<file path="src/rtl/ks_serial_adder_pkg.sv">
// Shared definitions for the slice-serial Kogge-Stone adder: slice width,
// FSM encoding and size helpers.
package ks_serial_adder_pkg;

  localparam int SLICE_DEF = 4;

  typedef enum logic [1:0] {
    ST_IDLE = 2'd0,
    ST_RUN  = 2'd1,
    ST_DONE = 2'd2
  } state_e;

  function automatic int num_slices(input int w, input int slice);
    return w / slice;
  endfunction

  // The slice index register is never narrower than one bit.
  function automatic int idx_width(input int ns);
    return (ns <= 1) ? 1 : $clog2(ns);
  endfunction

endpackage

</file>
<file path="src/rtl/ks_serial_adder_slice.sv">
// Purely combinational SLICE-bit Kogge-Stone adder. The carry-in is folded
// in after the prefix tree.
module ks_slice_adder
  import ks_serial_adder_pkg::*;
#(
  parameter int SLICE = SLICE_DEF
) (
  input  logic [SLICE-1:0] x,
  input  logic [SLICE-1:0] y,
  input  logic             ci,
  output logic [SLICE-1:0] s,
  output logic             co
);

  localparam int LV = $clog2(SLICE);

  // After level l, g/p at bit i cover the span of bits i-(2^l)+1 .. i.
  for (genvar l = 0; l <= LV; l++) begin : g_lvl
    logic [SLICE-1:0] g;
    logic [SLICE-1:0] p;
    for (genvar i = 0; i < SLICE; i++) begin : g_bit
      if (l == 0) begin : g_leaf
        assign g[i] = x[i] & y[i];
        assign p[i] = x[i] ^ y[i];
      end else if (i >= (1 << (l - 1))) begin : g_merge
        assign g[i] = g_lvl[l-1].g[i] | (g_lvl[l-1].p[i] & g_lvl[l-1].g[i-(1<<(l-1))]);
        assign p[i] = g_lvl[l-1].p[i] & g_lvl[l-1].p[i-(1<<(l-1))];
      end else begin : g_pass
        assign g[i] = g_lvl[l-1].g[i];
        assign p[i] = g_lvl[l-1].p[i];
      end
    end
  end

  logic [SLICE:0] c;

  assign c  = {g_lvl[LV].g | (g_lvl[LV].p & {SLICE{ci}}), ci};
  assign s  = g_lvl[0].p ^ c[SLICE-1:0];
  assign co = c[SLICE];

endmodule

</file>
<file path="src/rtl/ks_serial_adder.sv">
// Sequential wide adder: feeds one SLICE-bit Kogge-Stone slice per cycle,
// least-significant first, chaining the carry through a register.
module ks_serial_adder
  import ks_serial_adder_pkg::*;
#(
  parameter int W     = 32,
  parameter int SLICE = SLICE_DEF
) (
  input  logic         clk,
  input  logic         rst_n,
  input  logic         in_valid,
  output logic         in_ready,
  input  logic [W-1:0] a,
  input  logic [W-1:0] b,
  input  logic         cin,
  output logic         out_valid,
  input  logic         out_ready,
  output logic [W:0]   sum,
  output logic         busy
);

  if (W <= 0 || (W % SLICE) != 0) begin : g_bad_width
    $error("ks_serial_adder: W must be a positive multiple of SLICE");
  end

  localparam int NS = num_slices(W, SLICE);
  localparam int IW = idx_width(NS);
  localparam logic [IW-1:0] IDX_LAST = IW'(NS - 1);

  state_e         state_q, state_d;
  logic [IW-1:0]  idx_q, idx_d;
  logic           carry_q, carry_d;
  logic [W-1:0]   a_q, a_d, b_q, b_d;
  logic [W:0]     sum_q, sum_d;

  logic [SLICE-1:0] sl_x, sl_y, sl_s;
  logic             sl_co;

  assign sl_x = a_q[idx_q*SLICE +: SLICE];
  assign sl_y = b_q[idx_q*SLICE +: SLICE];

  ks_slice_adder #(.SLICE(SLICE)) u_slice (
    .x  (sl_x),
    .y  (sl_y),
    .ci (carry_q),
    .s  (sl_s),
    .co (sl_co)
  );

  always_comb begin
    state_d = state_q;
    idx_d   = idx_q;
    carry_d = carry_q;
    a_d     = a_q;
    b_d     = b_q;
    sum_d   = sum_q;
    case (state_q)
      ST_IDLE: begin
        if (in_valid) begin
          a_d     = a;
          b_d     = b;
          carry_d = cin;
          idx_d   = '0;
          sum_d   = '0;
          state_d = ST_RUN;
        end
      end
      ST_RUN: begin
        sum_d[idx_q*SLICE +: SLICE] = sl_s;
        carry_d = sl_co;
        idx_d   = idx_q + 1'b1;
        if (idx_q == IDX_LAST) begin
          sum_d[W] = sl_co;
          idx_d    = '0;
          state_d  = ST_DONE;
        end
      end
      ST_DONE: begin
        if (out_ready) state_d = ST_IDLE;
      end
      default: state_d = ST_IDLE;
    endcase
  end

  always_ff @(posedge clk or negedge rst_n) begin
    if (!rst_n) begin
      state_q <= ST_IDLE;
      idx_q   <= '0;
      carry_q <= 1'b0;
      a_q     <= '0;
      b_q     <= '0;
      sum_q   <= '0;
    end else begin
      state_q <= state_d;
      idx_q   <= idx_d;
      carry_q <= carry_d;
      a_q     <= a_d;
      b_q     <= b_d;
      sum_q   <= sum_d;
    end
  end

  // Handshake outputs are pure decodes of the registered state.
  assign in_ready  = (state_q == ST_IDLE);
  assign out_valid = (state_q == ST_DONE);
  assign busy      = (state_q != ST_IDLE);
  assign sum       = sum_q;

endmodule

</file>
<file path="config.mk">
export PLATFORM = sky130hd
export DESIGN_NAME = ks_serial_adder
export DESIGN_NICKNAME = d
export VERILOG_FILES = /design/src/rtl/ks_serial_adder_pkg.sv /design/src/rtl/ks_serial_adder_slice.sv /design/src/rtl/ks_serial_adder.sv
export SDC_FILE = /design/constraint.sdc
export NUM_CORES = 1
export LEC_CHECK = 0
export BUFFER_PORTS_ARGS = -buffer_cell sky130_fd_sc_hd__clkbuf_2
export CELL_PAD_IN_SITES_DETAIL_PLACEMENT = 0
export CELL_PAD_IN_SITES_GLOBAL_PLACEMENT = 1
export CORE_MARGIN = 1
export CORE_UTILIZATION = 37
export CTS_CLUSTER_SIZE = 20
export DETAILED_ROUTE_END_ITERATION = 10
export GPL_TIMING_DRIVEN = 0
export HOLD_SLACK_MARGIN = 0.15
export PLACE_DENSITY = 0.82
export SYNTH_ARGS = -nofsm -noshare
export SYNTH_HDL_FRONTEND = slang
export SYNTH_SLANG_ARGS = --single-unit
</file>
<file path="constraint.sdc">
create_clock -name clk -period 2.65 [get_ports clk]
set_clock_uncertainty 0.1 [all_clocks]
set_input_delay 0.265 -clock clk [delete_from_list [all_inputs] [get_ports clk]]
set_output_delay 0.265 -clock clk [all_outputs]
set_load 0.01 [all_outputs]
</file>
* Yosys cells after proc, flatten, opt, wreduce, memory -nomap -nowiden
Index checks and enable logic that the tools add are counted.
Storage, ports and cells: input port bits 69, output and inout bits 36, flip-flop bits (word level) 103
Operators by class: mux-type cells 13, reduce and logical (&&, ||, !) cells 6, bitwise logic cells 26, shift-type cells 4, $add $sub $neg 2, equal/unequal tests 6
Operators with widths (number):
- $pmux W33 S2 | 1
- $shiftx A32 B6 Y4 | 2
- $neg A5 Y34 | 1
- $shift A4 B34 Y33 const A | 1
- $shiftx A4 B34 Y33 | 1
- $bwmux W33 | 1
- $mux W33 | 1
- $and A1 B1 Y1 | 14
- $mux W2 | 3
- $mux W3 | 2
- $pmux W2 S3 | 1
- $pmux W3 S2 | 1
- $or A1 B1 Y1 | 5
- $and A4 B4 Y4 | 1
- $ne A2 B2 Y1 const B | 2
- $or A4 B4 Y4 | 1
- $reduce_and A2 Y1 | 2
- $reduce_bool A2 Y1 | 2
- $xor A1 B1 Y1 | 4
- $xor A4 B4 Y4 | 1
- $add A3 B1 Y3 const B | 1
- $eq A3 B3 Y1 const B | 1
- $reduce_and A3 Y1 | 1
- $eq A2 B1 Y1 const B | 1
- 5 further kinds | 6

* Longest topological paths before layout
Gate-level depths: netlist of the first run.
word-level depth 12, gate-level depth with buffers 10, depth with buffers taken out 8

* Hierarchy
Synthesis of the first run repeated with hierarchy kept, for this count alone.
Second synthesis, totals: cells, all modules 487, area total of the unflattened synthesis 4807.1 µm²
Modules (own cells, without submodules):
- ks_serial_adder | cells an instance 474, times used 1, area each 4674.5 µm², seq. area each 2577.5 µm²
- ks_slice_adder | cells an instance 13, times used 1, area each 132.6 µm², seq. area each 0.0 µm²

* Least setup slack after synthesis of the first run
Ideal clock, no wire load.
path type reg2reg, from register idx_q[1], to register sum_q[19] (netlist: sum[19]), stages on the path, launching flop included 11, data arrival time 2.622 ns, required time 2.413 ns, buffers on the path 2, slack -0.209 ns, setup time 0.137 ns, period minus slack after synthesis 2.859 ns, cells stage by stage dfrtp_1 > clkbuf_1 > buf_2 > mux4_2 > nand2_1 > nand2_1 > ha_1 > a211o_1 > a21oi_1 > xor2_1 > mux2i_1
Between the ends: cells in the longest elaborated chain, start to end 10
RTL lines:
- from (decl) | line ks_serial_adder.sv:31 | logic [IW-1:0] idx_q, idx_d;
- from (signal assigned) | line ks_serial_adder.sv:95 | idx_q <= idx_d;
- $shiftx A32 B6 Y4 (on tied branches) | line ks_serial_adder.sv:39, ks_serial_adder.sv:40
- $xor A1 B1 Y1 or $and A1 B1 Y1 (tied branches) | line ks_serial_adder_slice.sv:24, ks_serial_adder_slice.sv:23
- $and A1 B1 Y1 (on tied branches) | line ks_serial_adder_slice.sv:26, ks_serial_adder_slice.sv:27
- $or A1 B1 Y1, or another cell as far along | line ks_serial_adder_slice.sv:26 | assign g[i] = g_lvl[l-1].g[i] | (g_lvl[l-1].p[i] & g_lvl[l-1].g[i-(1<<(l-1))]);
- $or A1 B1 Y1 or $and A4 B4 Y4 (tied branches) | line ks_serial_adder_slice.sv:26, ks_serial_adder_slice.sv:37
- $or A4 B4 Y4 | line ks_serial_adder_slice.sv:37 | assign c = {g_lvl[LV].g | (g_lvl[LV].p & {SLICE{ci}}), ci};
- $xor A4 B4 Y4 | line ks_serial_adder_slice.sv:38 | assign s = g_lvl[0].p ^ c[SLICE-1:0];
- $shiftx A4 B34 Y33 | line ks_serial_adder.sv:69 | sum_d[idx_q*SLICE +: SLICE] = sl_s;
- $bwmux W33 * | line ks_serial_adder.sv:69
- $pmux W33 S2 * | line ks_serial_adder.sv:57 | case (state_q)
- to (signal assigned) | line ks_serial_adder.sv:99 | sum_q <= sum_d;
- to (decl) | line ks_serial_adder.sv:34 | logic [W:0] sum_q, sum_d;
Mark *: on every way between the ends. The rest lies on a longest branch, timed or not. A chain may end at the register's enable or synchronous reset.

* Worst setup path in the final report of the first run
from register idx_q[0], to register sum_q[3] (netlist: sum[3])
The elaborated chain is that of the path after synthesis.

==> flow_metrics.py, run 1 <==
metrics = {
    "logic_synthesis": {
        "synthFlopType": "dfrtp_1",
        "synth-seq-area-share_pct": 53.3,
        "synth_top_area_share_pct": 53.3,
        "synth-edff-count": 0,
        "ys_top_cells_by_area": "dfrtp_1, nand2_1, mux4_2, ha_1, o2bb2ai_1",
        "netlist_area_mm2": 0.00484,
        "synthTopCellsByCount": "nand2_1, dfrtp_1, mux4_2, o2bb2ai_1",
        "syn_area_per_cell_um2": 9.85,
        "yosysWarnings": 0,
        "post-synth-top-count-cell": "nand2_1",
        "synthCells": 491,
        "synth_top_area_cell": "dfrtp_1",
        "async_reset_ff_share_pct": 100,
        "ys_ff_latch": 103,
        "synth_fp_nets": 572,
        "synth_cell_type_count": 38,
    },
    "die": {
        "start_util_pct": 38.2,
        "row_count": 41,
        "ioPinCount": 105,
        "fp.dieW_um": 116,
        "die_height_um": 116,
        "die_area_mm2": 0.0135,
        "coreArea_mm2": 0.0127,
    },
    "final_layout": {
        "multi_input_area_mm2": 0.00229,
        "n_fill_cell": 1147,
        "utilization_pct": 54.8,
        "seq_area_mm2": 0.00258,
        "finalInstanceArea_mm2": 0.00694,
        "fin_cells": 867,
        "area_delta_synth_final_pct": 43.4,
        "nets": 771,
        "insertedDiodeCount": 0,
        "final_layout_size_suffix_gt1_share_pct": 29.6,
    },
    "power_and_ir_drop": {
        "power-per-cell-area_mw_per_mm2": 1350,
        "power_leakage_nw": 3.55,
        "ir_drop_mv": 0.803,
        "finalPower_mw": 9.38,
    },
    "route": {
        "met1Wirelength_um": 5770,
        "wire_per_inst_um": 14.8,
        "firstDrtPassIters": 4,
        "wl_met2_um": 6430,
        "drc_errors": 0,
        "via_count": 4195,
        "ant_nets": 0,
        "viasPerCell": 4.84,
        "route.met3.wl_um": 458,
        "detail_route.iter0.violations": 176,
        "routed.top_layer": "met4",
        "finalWirelength_um": 12800,
    },
    "sta": {
        "whs_ps": 237,
        "fin_crit_ps": 2680,
        "finalSetupViolCount": 5,
        "fin_setup_tns_ps": -101,
        "slew_headroom_pct": 55.1,
        "worst_pin_slew_ps": 674,
        "finalCritPeriodShare_pct": 101,
        "hold_viol_final": 0,
        "report.final.slew_viol_count": 0,
        "setup_slack_ps": -30.9,
        "clock.fmax_ghz": 0.373,
        "rsz0062_at_grt": "true",
    },
    "clocking": {
        "cts.clk_slew.worst_paths_ps": 70,
        "ctsRootBufferMaster": "clkbuf_16",
        "cts.htree.levels": 3,
        "clockBufferDepth": 2,
        "cts_sinks": 103,
        "cts-buffers-inserted": 9,
        "clkLatencyLatePin_ps": 350,
        "cts_tree": "done",
    },
    "worst_setup_path": {
        "slowest_stage": "mux4_2",
        "crit_path_end_kind": "flop",
        "r2r_cells": 10,
        "crit_chain": "buf_12, mux4_2, nand2_2, nand2_4, ha_4, a211o_1, a21oi_4, xor2_2, buf_6, mux2i_1",
        "path_depth": 10,
        "crit_buf_inv": 2,
        "start_kind": "flop",
        "crit_path_max_incr_delay_ps": 500,
        "r2r_end": "sum[3]",
        "ff2ff_setup_slack_ps": -30,
        "cp.arrival_ps": 2800,
        "cp_data_required_time_ps": 2770,
        "worst-path-max-fanout": 5,
        "reg2reg_from": "idx_q[0]",
        "crit_family": "multiplexers",
        "crit_type": "reg -> reg",
    },
    "run": {
        "max_cap_violations": 0,
    },
    "placement": {
        "place_congestion": 0.812,
        "hpwl_um": 8870,
        "pre_cts_slack_ps": -661,
        "placed_area_mm2": 0.00562,
        "placed_cells": 768,
        "io_buffers": 104,
    },
    "worst_hold_path": {
        "min_path_type": "in -> reg",
        "whs_path_depth": 4,
        "hold_start": "in_valid",
        "min_to": "idx_q[0]",
    },
    "grt": {
        "grt_start_max_net_pins": 57,
        "grt_first_pass_wirelength_um": 20700,
        "grt_pass1_vias": 4226,
        "antenna_found_initial": 0,
        "grt_usage_pct": 20.2,
        "grt_remaining_overflow": 0,
    },
    "outcome": {
        "status": "complete, but fails checks",
        "violations": "setup timing",
    },
}
-- registers in the layout, indices dropped and copies added (netlist names) --
register and flops:
sum 33, a_q 32, b_q 32, idx_q 3
state_q 2, carry_q 1
-- power breakdown --
part	switching, mW	internal (mW)	total (mW)
combinational	2.92	2.48	5.40
clock	0.571	0.758	1.33
sequential	0.399	2.26	2.66
-- area by class of cell --
| class | count | share of cell area [%] |
|---|---|---|
| Sequential cell | 103 | 37.2 |
| Multi-Input combinational cell | 358 | 33.0 |
| Timing Repair Buffer | 188 | 19.6 |
| Clock buffer | 11 | 3.50 |
| Tap cell | 172 | 3.10 |
| Buffer | 23 | 2.34 |
| Clock inverter | 5 | 0.829 |
| Inverter | 7 | 0.433 |
-- worst register-to-register path, cell delays in order, from the launching register on --
cell and delay [ps]:
dfrtp_2 450, buf_12 150, mux4_2 510, nand2_2 100
nand2_4 80, ha_4 240, a211o_1 320, a21oi_4 220
xor2_2 170, buf_6 150, mux2i_1 70
-- layer usage --
layer | GRT usage (%) | vias up
met5 | 0 | -
met4 | 7.18 | 0
met3 | 2.54 | 17
met2 | 34.6 | 110
met1 | 26.3 | 2044
li1 | - | 2024
-- what timing repair did --
action / CTS / global route
cloned: 1 / 0
hold buffers: 67 / 0
hold endpoints to repair: 113 / 0
pin swaps: 5 / 21
setup endpoints to repair: 33 / 17
setup buffers: 9 / 8
gates resized for setup: 30 / 22
-- layout by cell type, fill, tap and decap left out, types with 5 or more instances in the layout --
cell type      count
nand2_1          226
buf_2              6
inv_1              5
buf_4             17
o21ai_0            8
mux4_2            16
mux2i_1            9
dfrtp_1          102
a32o_1             5
ha_1               7
clkbuf_16          9
clkbuf_1           9
clkbuf_2         103
nand3_1           11
nand2_2           11
dlygate4sd3_1     67
o2bb2ai_1         10
-- cells by family after synthesis --
family / count (synthesis) / share of synthesized area, %
flip-flops: 103 / 53.3
AND/OR/NAND/NOR: 271 / 22.5
buffers and inverters: 30 / 2.95
AO/OA/AOI/OAI: 44 / 7.65
multiplexers: 25 / 9.31
adder cells (fa/ha/maj): 12 / 3.26
XOR/XNOR: 6 / 1.09
-- worst max path at each step --
stage | from | to | slack, ps
2_1_floorplan | idx_q[0] | sum[27] | 0.9
3_3_place_gp | idx_q[1] | sum[18] | -620
3_5_place_dp | idx_q[1] | sum[2] | -660
4_1_cts | idx_q[0] | sum[19] | 1
5_1_grt | idx_q[0] | sum[3] | -130
6_report | idx_q[0] | sum[3] | -30
No activity file was read; power rests on OpenSTA's default activity.
==> run 2: changes to the inputs <==
--- a/config.mk
+++ b/config.mk
@@ -9,12 +9,14 @@
 export CELL_PAD_IN_SITES_DETAIL_PLACEMENT = 0
 export CELL_PAD_IN_SITES_GLOBAL_PLACEMENT = 1
 export CORE_MARGIN = 1
-export CORE_UTILIZATION = 37
+export CORE_UTILIZATION = 41
 export CTS_CLUSTER_SIZE = 20
 export DETAILED_ROUTE_END_ITERATION = 10
 export GPL_TIMING_DRIVEN = 0
 export HOLD_SLACK_MARGIN = 0.15
-export PLACE_DENSITY = 0.82
+export PLACE_DENSITY = 0.86
+export RECOVER_POWER = 50
+export SKIP_CTS_REPAIR_TIMING = 1
 export SYNTH_ARGS = -nofsm -noshare
 export SYNTH_HDL_FRONTEND = slang
 export SYNTH_SLANG_ARGS = --single-unit
==> constraint.sdc (replaced) <==
create_clock -name clk -period 2.5 [get_ports clk]
set_clock_uncertainty 0.1 [all_clocks]
set_input_delay 0.25 -clock clk [delete_from_list [all_inputs] [get_ports clk]]
set_output_delay 0.25 -clock clk [all_outputs]
set_load 0.01 [all_outputs]
==> flow_metrics.py, run 2 (synthesized netlist as in run 1, its figures left out) <==
metrics = {
    "route": {
        "firstDrtPassIters": 4,
        "drc_errors": 0,
        "ant_nets": 0,
        "detail_route.iter0.violations": 261,
        "viasPerCell": 5.01,
        "wire_per_inst_um": 15.3,
        "finalWirelength_um": 12700,
        "via_count": 4171,
    },
    "worst_setup_path": {
        "cpMostUsedCell": "nand2_1",
        "crit_path_max_incr_delay_ps": 530,
        "crit_type": "reg -> reg",
        "crit_chain": "buf_8, mux4_2, nand2_1, nand2_1, ha_4, o21a_1, a21oi_4, xor2_2, buf_4, o2bb2ai_1",
        "slowest_stage": "mux4_2",
        "cp_data_required_time_ps": 2630,
        "worst-path-max-fanout": 10,
        "crit_path_end_kind": "flop",
        "start_kind": "flop",
        "cp.arrival_ps": 2920,
    },
    "final_layout": {
        "finalInstanceArea_mm2": 0.00678,
        "nets": 767,
        "largest_register_ffs": 33,
        "final_layout_size_suffix_gt1_share_pct": 23.3,
        "final_common_cell": "nand2_1",
        "area_delta_synth_final_pct": 40.2,
        "fin_cells": 833,
        "utilization_pct": 59.1,
        "final_cell_mix": "nand2_1, dfrtp_1, clkbuf_2",
        "insertedDiodeCount": 0,
        "n_fill_cell": 1001,
    },
    "sta": {
        "clock.fmax_ghz": 0.357,
        "slew_headroom_pct": 39.8,
        "rsz0062_at_grt": "true",
        "finalCritPeriodShare_pct": 112,
        "setup_slack_ps": -299,
        "report.final.slew_viol_count": 0,
        "worst_pin_slew_ps": 903,
        "hold_viol_final": 0,
        "fin_setup_tns_ps": -4010,
        "fin_crit_ps": 2800,
        "finalSetupViolCount": 23,
    },
    "clocking": {
        "clkLatencyLatePin_ps": 350,
        "cts.htree.levels": 3,
        "ctsRootBufferMaster": "clkbuf_16",
        "cts_tree": "done",
        "cts-buffers-inserted": 9,
        "clockBufferDepth": 2,
        "cts.clk_slew.worst_paths_ps": 70,
        "cts_sinks": 103,
    },
    "worst_hold_path": {
        "min_path_type": "in -> reg",
    },
    "die": {
        "fp.dieW_um": 111,
        "die_height_um": 111,
        "die_area_mm2": 0.0122,
        "start_util_pct": 42.2,
        "row_count": 39,
        "coreArea_mm2": 0.0115,
        "ioPinCount": 105,
    },
    "placement": {
        "pre_cts_slack_ps": -438,
        "place_congestion": 0.807,
        "placed_area_mm2": 0.00561,
        "placed_cells": 739,
        "hpwl_um": 8630,
        "io_buffers": 104,
    },
    "outcome": {
        "violations": "setup timing",
        "status": "complete, but fails checks",
    },
    "grt": {
        "grt_first_pass_wirelength_um": 19000,
        "grt_usage_pct": 19.6,
        "grt_pass1_vias": 3960,
        "grt_remaining_overflow": 0,
        "grt_start_max_net_pins": 68,
        "antenna_found_initial": 0,
    },
    "run": {
        "max_cap_violations": 0,
    },
    "power_and_ir_drop": {
        "ir_drop_mv": 1.24,
        "power_leakage_nw": 3.40,
        "power-per-cell-area_mw_per_mm2": 1430,
    },
}
[run 2: critical path: cells and delay by family, from the launching register on]
kind            cells  cell delay (ps)
flops               1              510
fa+ha+maj           1              290
buf+inv             2              360
xor+xnor            1              200
compound gates      3              490
simple gates        2              200
mux                 1              530
[run 2: worst paths after layout]
check	endpoint	depth (start not counted)	startpoint	slack [ps]
worst max-delay path	sum[23]	10	idx_q[0]	-300
worst min-delay path	idx_q[1]	4	in_valid	250
worst max register to register	sum[23]	10	idx_q[0]	-300
worst min register to register	a_q[31]	2	a_q[31]	370
max in group asynchronous	idx_q[1]	3	rst_n	330
min in group asynchronous	sum[22]	2	rst_n	460
[run 2: power by group]
group | leakage (nW) | switching [mW] | internal (mW)
logic | 1.92 | 2.91 | 2.46
registers | 1.32 | 0.438 | 2.39
clock network | 0.159 | 0.608 | 0.901
total | 3.40 | 3.95 | 5.76
[run 2: cell type report]
class,count,area [µm²],share of cell area (%)
Sequential cell,103,2580,38.0
Multi-Input combinational cell,358,2250,33.2
Timing Repair Buffer,184,1260,18.7
Clock buffer,10,239,3.52
Tap cell,143,179,2.64
Buffer,23,151,2.23
Clock inverter,5,82.6,1.22
Inverter,7,30.0,0.443
[run 2: layer usage]
layer  part of all wire, %  track usage [%]
met2                    50             32.2
met3                   4.0             2.96
met5                     0                0
met4                   2.2             6.49
met1                    44             26.7
[run 2: metrics by stage]
stage	hold slack, ps	power [mW]
after floorplan	-146	5.93
after global placement	343	7.07
after detailed placement	184	7.27
after CTS	-184	8.79
after global routing	251	10.4
final	252	9.71
